`src/rtl/ysyx_25040129_pkg.sv`:
```
// Shared definitions for the writeback unit: FSM state encoding and the
// RV32 load funct3 codes understood by the load extender.
package ysyx_25040129_pkg;

    typedef enum logic [1:0] {
        ST_IDLE     = 2'd0,
        ST_WAIT_MEM = 2'd1,
        ST_WRITE    = 2'd2
    } wbu_state_e;

    localparam logic [2:0] F3_LB  = 3'b000;
    localparam logic [2:0] F3_LH  = 3'b001;
    localparam logic [2:0] F3_LW  = 3'b010;
    localparam logic [2:0] F3_LBU = 3'b100;
    localparam logic [2:0] F3_LHU = 3'b101;

endpackage

```
`src/rtl/ysyx_25040129_LDEXT.sv`:
```
// Load alignment check and sign/zero extension of the byte or halfword
// selected by the low address bits out of an aligned 32-bit response word.
module ysyx_25040129_LDEXT
    import ysyx_25040129_pkg::*;
(
    input  logic [2:0]  funct3,
    input  logic [1:0]  addr,
    input  logic [31:0] rdata,
    output logic [31:0] data,
    output logic        misalign
);

    logic [7:0]  byte_lane [4];
    logic [7:0]  byte_sel;
    logic [15:0] half_sel;

    generate
        for (genvar gi = 0; gi < 4; gi++) begin : g_lane
            assign byte_lane[gi] = rdata[8*gi +: 8];
        end
    endgenerate

    assign byte_sel = byte_lane[addr];
    assign half_sel = addr[1] ? rdata[31:16] : rdata[15:0];

    always_comb begin
        data     = rdata;
        misalign = 1'b0;
        case (funct3)
            F3_LB:  data = {{24{byte_sel[7]}}, byte_sel};
            F3_LBU: data = {24'd0, byte_sel};
            F3_LH: begin
                data     = {{16{half_sel[15]}}, half_sel};
                misalign = addr[0];
            end
            F3_LHU: begin
                data     = {16'd0, half_sel};
                misalign = addr[0];
            end
            // lw, and any code not listed above, passes the whole word
            default: begin
                data     = rdata;
                misalign = (addr != 2'd0);
            end
        endcase
    end

endmodule

```
`src/rtl/ysyx_25040129_wbu.sv`:
```
// Writeback unit: accepts retiring instructions from the EXU, waits for load
// responses with a bounded timeout, and issues one register-file write per retire.
module ysyx_25040129_wbu
    import ysyx_25040129_pkg::*;
#(
    parameter int TIMEOUT = 256
) (
    input  logic        clk,
    input  logic        rst_n,
    input  logic        in_valid,
    output logic        in_ready,
    input  logic [4:0]  in_rd,
    input  logic        in_wb_en,
    input  logic        in_is_load,
    input  logic [2:0]  in_funct3,
    input  logic [31:0] in_result,
    input  logic        mem_rvalid,
    input  logic [31:0] mem_rdata,
    output logic [4:0]  rd,
    output logic        reg_write,
    output logic [31:0] result,
    output logic [4:0]  busy_rd,
    output logic        retire,
    output logic        err
);

    localparam int               CNT_W    = (TIMEOUT > 1) ? $clog2(TIMEOUT) : 1;
    localparam logic [CNT_W-1:0] CNT_LAST = CNT_W'(TIMEOUT - 1);

    wbu_state_e       state_reg, state_next;
    logic [CNT_W-1:0] cnt_reg;
    logic [4:0]       rd_reg;
    logic             wb_en_reg;
    logic [2:0]       funct3_reg;
    logic [1:0]       addr_reg;
    logic [31:0]      result_reg;
    logic             misalign_reg;
    logic             err_reg;

    logic             handshake;
    logic [31:0]      ext_data;
    logic             ext_misalign;

    ysyx_25040129_LDEXT u_ldext (
        .funct3   (funct3_reg),
        .addr     (addr_reg),
        .rdata    (mem_rdata),
        .data     (ext_data),
        .misalign (ext_misalign)
    );

    assign handshake = in_valid && in_ready;

    always_ff @(posedge clk or negedge rst_n) begin
        if (!rst_n) begin
            state_reg <= ST_IDLE;
        end else begin
            state_reg <= state_next;
        end
    end

    always_comb begin
        state_next = state_reg;
        in_ready   = 1'b1;
        reg_write  = 1'b0;
        retire     = 1'b0;
        busy_rd    = 5'd0;
        case (state_reg)
            ST_IDLE: begin
                if (in_valid) begin
                    state_next = in_is_load ? ST_WAIT_MEM : ST_WRITE;
                end
            end
            ST_WAIT_MEM: begin
                in_ready = 1'b0;
                busy_rd  = wb_en_reg ? rd_reg : 5'd0;
                if (mem_rvalid) begin
                    state_next = ST_WRITE;
                end else if (cnt_reg == CNT_LAST) begin
                    state_next = ST_IDLE;
                end
            end
            ST_WRITE: begin
                retire    = 1'b1;
                reg_write = wb_en_reg && (rd_reg != 5'd0) && !misalign_reg;
                busy_rd   = wb_en_reg ? rd_reg : 5'd0;
                if (in_valid) begin
                    state_next = in_is_load ? ST_WAIT_MEM : ST_WRITE;
                end else begin
                    state_next = ST_IDLE;
                end
            end
            default: state_next = ST_IDLE;
        endcase
    end

    // Handshake and load completion are mutually exclusive: in_ready is low in WAIT_MEM.
    always_ff @(posedge clk or negedge rst_n) begin
        if (!rst_n) begin
            cnt_reg      <= '0;
            rd_reg       <= 5'd0;
            wb_en_reg    <= 1'b0;
            funct3_reg   <= 3'd0;
            addr_reg     <= 2'd0;
            result_reg   <= 32'd0;
            misalign_reg <= 1'b0;
            err_reg      <= 1'b0;
        end else begin
            err_reg <= 1'b0;
            if (handshake) begin
                rd_reg       <= in_rd;
                wb_en_reg    <= in_wb_en;
                funct3_reg   <= in_funct3;
                addr_reg     <= in_result[1:0];
                result_reg   <= in_result;
                misalign_reg <= 1'b0;
                cnt_reg      <= '0;
            end else if (state_reg == ST_WAIT_MEM) begin
                if (mem_rvalid) begin
                    result_reg   <= ext_data;
                    misalign_reg <= ext_misalign;
                    err_reg      <= ext_misalign;
                end else if (cnt_reg == CNT_LAST) begin
                    err_reg <= 1'b1;
                    cnt_reg <= '0;
                end else begin
                    cnt_reg <= cnt_reg + CNT_W'(1);
                end
            end
        end
    end

    assign rd     = rd_reg;
    assign result = result_reg;
    assign err    = err_reg;

endmodule

```
`config.mk`:
```
export PLATFORM = sky130hd
export DESIGN_NAME = ysyx_25040129_wbu
export DESIGN_NICKNAME = d
export VERILOG_FILES = /design/src/rtl/ysyx_25040129_pkg.sv /design/src/rtl/ysyx_25040129_LDEXT.sv /design/src/rtl/ysyx_25040129_wbu.sv
export SDC_FILE = /design/constraint.sdc
export NUM_CORES = 1
export LEC_CHECK = 0
export CORE_AREA = 2 2 89 91
export DETAILED_ROUTE_END_ITERATION = 7
export DIE_AREA = 0 0 91 93
export GPL_ROUTABILITY_DRIVEN = 0
export PLACE_DENSITY = 0.77
export SETUP_SLACK_MARGIN = 0.3
export SYNTH_ARGS = -nofsm -noshare
export SYNTH_HDL_FRONTEND = slang
export SYNTH_HIERARCHICAL = 1
export SYNTH_SLANG_ARGS = --single-unit
```
`constraint.sdc`:
```
create_clock -name clk -period 2.3 [get_ports clk]
set_input_delay 0.345 -clock clk [delete_from_list [all_inputs] [get_ports clk]]
set_output_delay 0.345 -clock clk [all_outputs]
set_load 0.05 [all_outputs]
```
==> flow_metrics.tcl, run 1 <==
set metrics [dict create \
    hold_viol 0 \
    crit_family "buffers and inverters" \
    drc 0 \
    largest_reg_flops 32 \
    cp.arrival_ns 1.61 \
    die_w_microns 91 \
    grt-ovfl-total 0 \
    clock_sink_count 55 \
    dr.max_layer_used "met4" \
    met2_length_microns 4452 \
    crit_fanout 4 \
    area_growth_pct 44.11 \
    drt_iter0_markers 274 \
    crit_slowest_cell "clkdlybuf4s50_1" \
    syn_inst 375 \
    start_util_pct 43.07 \
    post-place-ws_ns 0.03750 \
    synth_nets 458 \
    yosys.cell_types.count 42 \
    max_slew_margin_pct 64.32 \
    path_cells "clkdlybuf4s50_1" \
    viasPerCell 5.195 \
    insertion_delay_ns 0.31 \
    synth_edf_count 0 \
    ys_warn_count 6 \
    crit_type "flip-flop to primary output" \
    wire_per_inst_microns 15.37 \
    layout_min_cycle_time_ns 1.951 \
    fin_area_sq_mm 0.004672 \
    cts_buffers 5 \
    ff2ff_path_depth 7 \
    dr_wl_met3_microns 485 \
    postRouteAntennaNets 0 \
    cts_root_buf "clkbuf_8" \
    setup_slack_ns 0.3486 \
    clk_pin_slew_ns 0.09 \
    powerDensity_mw_per_mm2 1252 \
    cts_buffer_depth 2 \
    port_buffers 123 \
    max_cap_viol_count 0 \
    finClkSkew_ns 0.004278 \
    htreeDepth 2 \
    slowest_delay_ns 0.84 \
    syn_area_per_cell_sq_um 8.645 \
    die_area_sq_mm 0.008463 \
    start_kind "flip-flop" \
    ys_top_cells_by_count "116 x nand2_1, 55 x dfrtp_1, 37 x mux2i_1" \
    dr.pass1.iters 4 \
    max_freq_mhz 512.4 \
    synth.most_common_cell "nand2_1" \
    tightest_slew_ns 0.5338 \
    final.fill_count 669 \
    met1_length_microns 3995 \
    io_pins 124 \
    rows 32 \
    grt_pass1_wl_microns 15470 \
    ys_ff_latch 55 \
    final.setup.tns_ns 0 \
    insertedDiodeCount 0 \
    synthTopCellsByArea "dfrtp_1 42%, nand2_1 13%, mux2i_1 11%" \
    worstPathRequired_ns 1.96 \
    setup-violations-final 0 \
    synth.largest_area_cell "dfrtp_1" \
    reg2reg_from "addr_reg[1]" \
    rsz0062_at_grt "true" \
    place_hpwl_microns 7086 \
    hp-class "input port to async pin" \
    r2r-end "result[0]" \
    grtUsageTotal_pct 22.46 \
    core-area_sq_mm 0.007527 \
    period_share_pct 84.84 \
    finalPower_w 0.005851 \
    synthArstFlopShare_pct 100.0 \
    syn_area_sq_mm 0.003242 \
    worst-path-buf-inv 1 \
    endpoint_kind "primary output" \
    drive_above_1_share_pct 10.06 \
    grt_max_degree 41 \
    grt_pass1_vias 3215 \
    tritoncts "yes" \
    status "complete, no violations" \
    synthDominantCellAreaShare_pct 42.45 \
    vias 3112 \
    antenna_found_initial 0 \
    rrSetupSlack_ns 0.45 \
    finalMaxSlewViolations 0 \
    peakVddDrop_mv 0.6720 \
    synth-seq-area-share_pct 42.45 \
    totalWireLength_microns 9205 \
    place_area_sq_mm 0.004556 \
    die_h_microns 93 \
    finalNetCount 579 \
    power_leakage_nw 2.074 \
    ys.flop_type "dfrtp_1" \
]
stage by stage:
| step | instances | hold WS, ns | utilization [%] |
|---|---|---|---|
| after floorplan | 375 | 0.04941 | - |
| after global placement | 588 | 0.2651 | 60.52 |
| after detailed placement | 588 | 0.2691 | 60.52 |
| after CTS | 599 | 0.4602 | 61.98 |
| after global routing | 599 | 0.4966 | 62.07 |
| final | 599 | 0.4888 | 62.07 |
power by group:
| group | switching, W | internal, W | leakage, nW | total (W) |
|---|---|---|---|---|
| Combinational | 0.00238 | 0.00134 | 1.35 | 0.00372 |
| Clock | 0.000313 | 0.000214 | 0.0412 | 0.000526 |
| Sequential | 0.000259 | 0.00135 | 0.681 | 0.00160 |
| Total | 0.00295 | 0.00290 | 2.07 | 0.00585 |
timing repair:
action / in CTS / in global routing
buffers inserted: 2 / 0
gates resized for setup: 3 / 8
hold buffers: 1 / 0
endpoints found under the hold margin: 13 / 0
setup endpoints to repair: 3 / 16
pin swaps: 1 / 2
area by class of cell:
cell class	count	area [sq um]	share of cell area [%]
clock buffer	6	72.57	1.553
clock inverter	2	12.51	0.2678
inverter	5	18.77	0.4017
multi-input combinational	292	1743	37.31
sequential	55	1376	29.46
tap	102	127.6	2.732
timing repair buffer	137	1321	28.28
layer usage:
metal,vias up,global-route usage [%]
met1,1446,29.13
met2,122,38.02
met5,-,0
met3,23,3.787
met4,0,8.081
li1,1521,-
cell families after synthesis:
kind of cell,after synthesis,share of synthesized area [%]
and+or+nand+nor,163,21.73
AOI/OAI and AO/OA,81,15.13
DFF,55,42.45
muxes,43,13.86
buffers and inverters,28,4.901
adders and majority gates,5,1.930
cell usage in the layout (no fill, tap or decap), types with 6 or more instances in the layout:
cell type        count
nor2b_1              6
o21ai_0             23
mux2i_1             37
a21oi_1             12
and3_1               6
nor2_1              11
buf_4               18
nand2_1            116
clkdlybuf4s50_1    114
dfrtp_1             55
o21ai_1             27
how the worst max path moves through the flow:
stage	from	to	slack, ns	cells past startpoint
CTS	state_reg[1]	in_ready	0.28	4
finish	rd[3]	rd[3]	0.35	1
global route	rd[3]	rd[3]	0.29	1
global placement	mem_rdata[23]	result[21]	0.11	7
floorplan	state_reg[0]	reg_write	0.40	4
detailed placement	mem_rdata[31]	result[29]	0.04	7
(Power assumes the default switching activity.)
==> run 2, diff against run 1 <==
Settings changed: CORE_AREA 2 2 89 91 to 2 2 94 96, DIE_AREA 0 0 91 93 to 0 0 96 98, PLACE_DENSITY 0.77 to 0.73.
Clock period 2.3 ns to 1.7 ns, I/O delays scaled along.
==> run 2 against run 1 <==
Net effect: total power increased by 66%; largest cell class unchanged; setup slack got worse by 0.47 ns; the flow now finishes with violations (setup timing); critical path depth increased by 3; critical path type unchanged.
==> flow_metrics.tcl, run 2 (same netlist as run 1, synthesis figures left out) <==
set metrics [dict create \
    status "finished, violations left" \
    violations "setup timing" \
    max_freq_mhz 549.6 \
    postRouteAntennaNets 0 \
    area_growth_pct 76.57 \
    htreeDepth 2 \
    cts_buffer_depth 2 \
    viasPerCell 5.198 \
    cp.arrival_ns 1.56 \
    drive_above_1_share_pct 39.85 \
    power.switching_w 0.004647 \
    powerDensity_mw_per_mm2 1696 \
    power_frac_clock_pct 9.4 \
    largest_reg_flops 32 \
    tightest_slew_ns 0.5162 \
    crit_fanout 2 \
    worstPathRequired_ns 1.44 \
    start_util_pct 38.29 \
    insertedDiodeCount 0 \
    cts_root_buf "clkbuf_8" \
    tritoncts "yes" \
    path_cells "or4_4, nor2_4, nor3_4, buf_6" \
    final_common_cell "nand2_1" \
    finalMaxSlewViolations 0 \
    dr_wl_met3_microns 790 \
    layout_min_cycle_time_ns 1.820 \
    clk_pin_slew_ns 0.10 \
    dr.max_layer_used "met4" \
    setup-violations-final 21 \
    grt_max_degree 37 \
    power_leakage_nw 2.546 \
    insertion_delay_ns 0.31 \
    max_cap_viol_count 0 \
    drc 0 \
    rsz0062_at_grt "true" \
    hold_viol 0 \
    start_kind "flip-flop" \
    vias 3379 \
    die_area_sq_mm 0.009408 \
    crit_slowest_cell "or4_4" \
    endpoint_kind "primary output" \
    die_h_microns 98 \
    final.fill_count 617 \
    finalNetCount 624 \
    io_pins 124 \
    met2_length_microns 5514 \
    met1_length_microns 4281 \
    cts_buffers 5 \
    setup_slack_ns -0.1197 \
    finClkSkew_ns 0.009511 \
    final_cell_mix "81 x nand2_1, 76 x clkdlybuf4s50_1, 65 x buf_4" \
    rrSetupSlack_ns -0.12 \
    grtUsageTotal_pct 22.28 \
    slowest_delay_ns 0.52 \
    reg2reg_from "addr_reg[1]" \
    dr.pass1.iters 4 \
    hp-class "input port to async pin" \
    cp-startpoint "rd[2]" \
    core-area_sq_mm 0.008466 \
    p_seq_share_pct 22.3 \
    power.share.switching_pct 47.85 \
    grt_pass1_wl_microns 16530 \
    die_w_microns 96 \
    antenna_found_initial 0 \
    peakVddDrop_mv 1.060 \
    max_slew_margin_pct 65.59 \
    wire_per_inst_microns 16.67 \
    grt-ovfl-total 0 \
    totalWireLength_microns 10840 \
    rows 34 \
    port_buffers 123 \
    crit_type "flip-flop to primary output" \
    period_share_pct 107.0 \
    post-place-ws_ns -0.3075 \
    whs_ns 0.4367 \
    internal-power_w 0.005065 \
    drt_iter0_markers 94 \
    place_hpwl_microns 7324 \
    clock_sink_count 55 \
    grt_pass1_vias 3469 \
    pwr-share-comb_pct 68.2 \
]
[run 2: changes by cell type in the layout (fill, tap and decap cells not counted), moves of 21 or more]
| cell | change |
|---|---|
| buf_6 | +22 |
| nand2_2 | +24 |
| buf_4 | +47 |
| o21ai_0 | -21 |
| nand2_1 | -35 |
| clkdlybuf4s50_1 | -38 |
[run 2: routing by layer]
| metal | up-vias | GRT usage [%] |
|---|---|---|
| met5 | - | 0 |
| met2 | 130 | 40.06 |
| li1 | 1621 | - |
| met1 | 1605 | 26.15 |
| met4 | 0 | 5.165 |
| met3 | 23 | 5.633 |
[run 2: area by class of cell]
class	instances	area (sq um)	area share (%)
inverters	5	27.53	0.4809
clock buffers	6	82.58	1.443
repair buffers	182	1874	32.74
well taps	108	135.1	2.361
clock inverters	2	35.03	0.6120
flip-flops and latches	55	1379	24.09
multi-input cells	292	2191	38.27
[run 2: path summary, 6_finish.rpt]
check | cells past startpoint | end
max | 4 | reg_write
min | 2 | state_reg[0]
max reg2reg | 7 | result[29]
min reg2reg | 1 | cnt_reg[4]
max in group asynchronous | 3 | funct3_reg[1]
min in group clk | 3 | wb_en_reg
[run 2: power groups by stage]
stage               registers, W  clock network [W]  logic [W]
finish                   0.00217           0.000915    0.00663
global route             0.00223            0.00100    0.00700
CTS                      0.00217           0.000939    0.00616
detailed placement       0.00218                  0    0.00528
global placement         0.00217                  0    0.00521
floorplan                0.00367                  0    0.00205
[run 2: worst max-delay path: cells and delay by family, from the launching register on]
kind	cells	cell delay (ns)
DFF	1	0.42
buffers and inverters	1	0.15
and+or+nand+nor	3	0.67
[run 2: metrics by stage]
stage	std cells	total power (W)	TNS (ns)	util (%)	area, sq um
after CTS	638	0.009267	-0.8290	63.83	5404
after floorplan	375	0.005721	0	-	3352
after global routing	650	0.01023	-3.644	67.62	5724
after detailed placement	606	0.007466	-6.272	56.06	4746
final	650	0.009711	-1.640	67.62	5724
after global placement	606	0.007380	-5.353	56.06	4746
[run 2: what timing repair did]
action	4_1_cts	5_1_grt
pin swaps	22	27
hold endpoints to repair	21	0
buffers inserted	18	11
gates resized for setup	93	58
hold buffers	1	0
cloned	5	1
endpoints found under the setup margin	50	60
==> run 3, diff against run 2 <==
Settings changed: CORE_AREA 2 2 94 96 to 2 2 86 88, DIE_AREA 0 0 96 98 to 0 0 88 90, PLACE_DENSITY 0.73 to 0.82.
Clock period 1.7 ns to 2.3 ns, I/O delays scaled along.
==> run 3 against run 2 <==
Net effect: global-route usage is 1.3 points higher; largest power group unchanged; clock power is 41% lower; final cell count is 8.8% lower; hold slack worse by 0.28 ns; flip-flop and latch count stayed put; the run now ends clean; final area is 18% lower; clock skew is 0.0055 ns lower; register-to-register slack better by 0.63 ns.
==> flow_metrics.tcl, run 3 (same netlist as run 1, synthesis figures left out) <==
set metrics [dict create \
    totalWireLength_microns 9361 \
    max_freq_mhz 511.9 \
    finalNetCount 576 \
    die_area_sq_mm 0.007920 \
    crit_fanout 4 \
    drc 0 \
    postRouteAntennaNets 0 \
    place_hpwl_microns 6869 \
    fin_cells 593 \
    io_pins 124 \
    powerDensity_mw_per_mm2 1266 \
    core-area_sq_mm 0.007020 \
    htreeDepth 2 \
    tightest_slew_ns 0.7074 \
    finalMaxSlewViolations 0 \
    final.setup.tns_ns 0 \
    insertedDiodeCount 0 \
    whs_ns 0.1593 \
    hold_viol 0 \
    hp-class "input port to async pin" \
    clock_sink_count 55 \
    peakVddDrop_mv 0.7826 \
    grt_max_degree 56 \
    rsz0062_at_grt "true" \
    die_h_microns 90 \
    status "complete, no violations" \
    largest_reg_flops 32 \
    wire_per_inst_microns 15.79 \
    setup-violations-final 0 \
    die_w_microns 88 \
    period_share_pct 84.94 \
    crit_type "flip-flop to primary output" \
    grt_pass1_vias 3159 \
    cts_root_buf "clkbuf_8" \
    final.fill_count 553 \
    port_buffers 123 \
    dr.pass1.iters 4 \
    grt_pass1_wl_microns 14940 \
    worstPathRequired_ns 1.96 \
    viasPerCell 5.334 \
    vias 3163 \
    final_cell_mix "116 x nand2_1, 114 x clkdlybuf4s50_1, 55 x dfrtp_1" \
    drive_above_1_share_pct 9.514 \
    drt_iter0_markers 239 \
    insertion_delay_ns 0.31 \
    tritoncts "yes" \
    cp.arrival_ns 1.61 \
    cts_buffer_depth 2 \
    clk_pin_slew_ns 0.10 \
    dp.cells 584 \
    endpoint_kind "primary output" \
    cts_hold_buf 0 \
    start_kind "flip-flop" \
    start_util_pct 46.18 \
    power_leakage_nw 2.069 \
    layout_min_cycle_time_ns 1.954 \
    cts_buffers 5 \
    rows 31 \
    grt-ovfl-total 0 \
    max_cap_viol_count 0 \
    final_common_cell "nand2_1" \
    area_growth_pct 44.11 \
    antenna_found_initial 0 \
    grtUsageTotal_pct 23.59 \
    max_slew_margin_pct 52.84 \
    finClkSkew_ns 0.004047 \
]
## run 3: cell count changes in the layout (fill, tap and decap cells not counted), sizes merged
cell           change
inv                +1
clkdlybuf4s50     +38
buf               -86
dlygate4sd3        -1
clkdlybuf4s15      +1
bufinv             -1
## run 3: timing repair
action,4_1_cts,5_1_grt
gates cloned,0,0
resized for setup,4,6
hold endpoints to repair,0,0
buffers inserted,1,0
pin swaps,1,1
setup endpoints to repair,3,14
## run 3: critical path, stage by stage (launching register included)
cell     delay (ns)
dfrtp_1        0.42
or4_4          0.52
nor2_2         0.14
nor3_4         0.06
buf_6          0.15
## run 3: worst paths after layout
check                                 start      endpoint  slack, ns  cells past startpoint
worst max-delay path                  rd[1]     reg_write       0.35                      4
worst max register to register  addr_reg[1]     result[1]       0.51                      7
worst min-delay path                  rst_n  state_reg[0]       0.16                      2
max in group asynchronous             rst_n    result[14]       1.68                      2
worst min register to register   cnt_reg[4]    cnt_reg[4]       0.54                      1
min in group clk                 cnt_reg[4]    cnt_reg[4]       0.54                      1
## run 3: routing by layer
metal  GRT usage (%)  part of all wire [%]  up-vias
li1                -                     -     1511
met1           30.59                    42     1514
met4           7.308                   2.3        0
met2           39.46                    50      122
met5               0                     0        -
met3           4.408                   6.1       16
## run 3: per-stage QoR
stage          setup slack (ns)  total power [W]  util, %  cell area, sq um
3_5_place_dp             0.1673         0.005350    65.09              4569
5_1_grt                  0.2749         0.006237    66.55              4672
3_3_place_gp             0.2157         0.005265    65.09              4569
6_report                 0.3464         0.005913    66.55              4672
2_1_floorplan            0.3976         0.004107        -              3253
4_1_cts                  0.2575         0.005906    66.46              4666
## run 3: final cells by class
type	instances	area, sq um	share of cell area (%)
Clock buffer	6	72.57	1.553
Multi-Input combinational cell	292	1738	37.20
Inverter	5	18.77	0.4017
Sequential cell	55	1376	29.46
Clock inverter	2	12.51	0.2678
Timing Repair Buffer	134	1330	28.47
Tap cell	99	123.9	2.651
## run 3: power breakdown
group | leakage [nW] | total [W] | switching [W] | internal, W
Sequential | 0.681 | 0.00161 | 0.000261 | 0.00135
Combinational | 1.35 | 0.00376 | 0.00239 | 0.00137
Clock | 0.0412 | 0.000544 | 0.000330 | 0.000214
Total | 2.07 | 0.00591 | 0.00298 | 0.00293
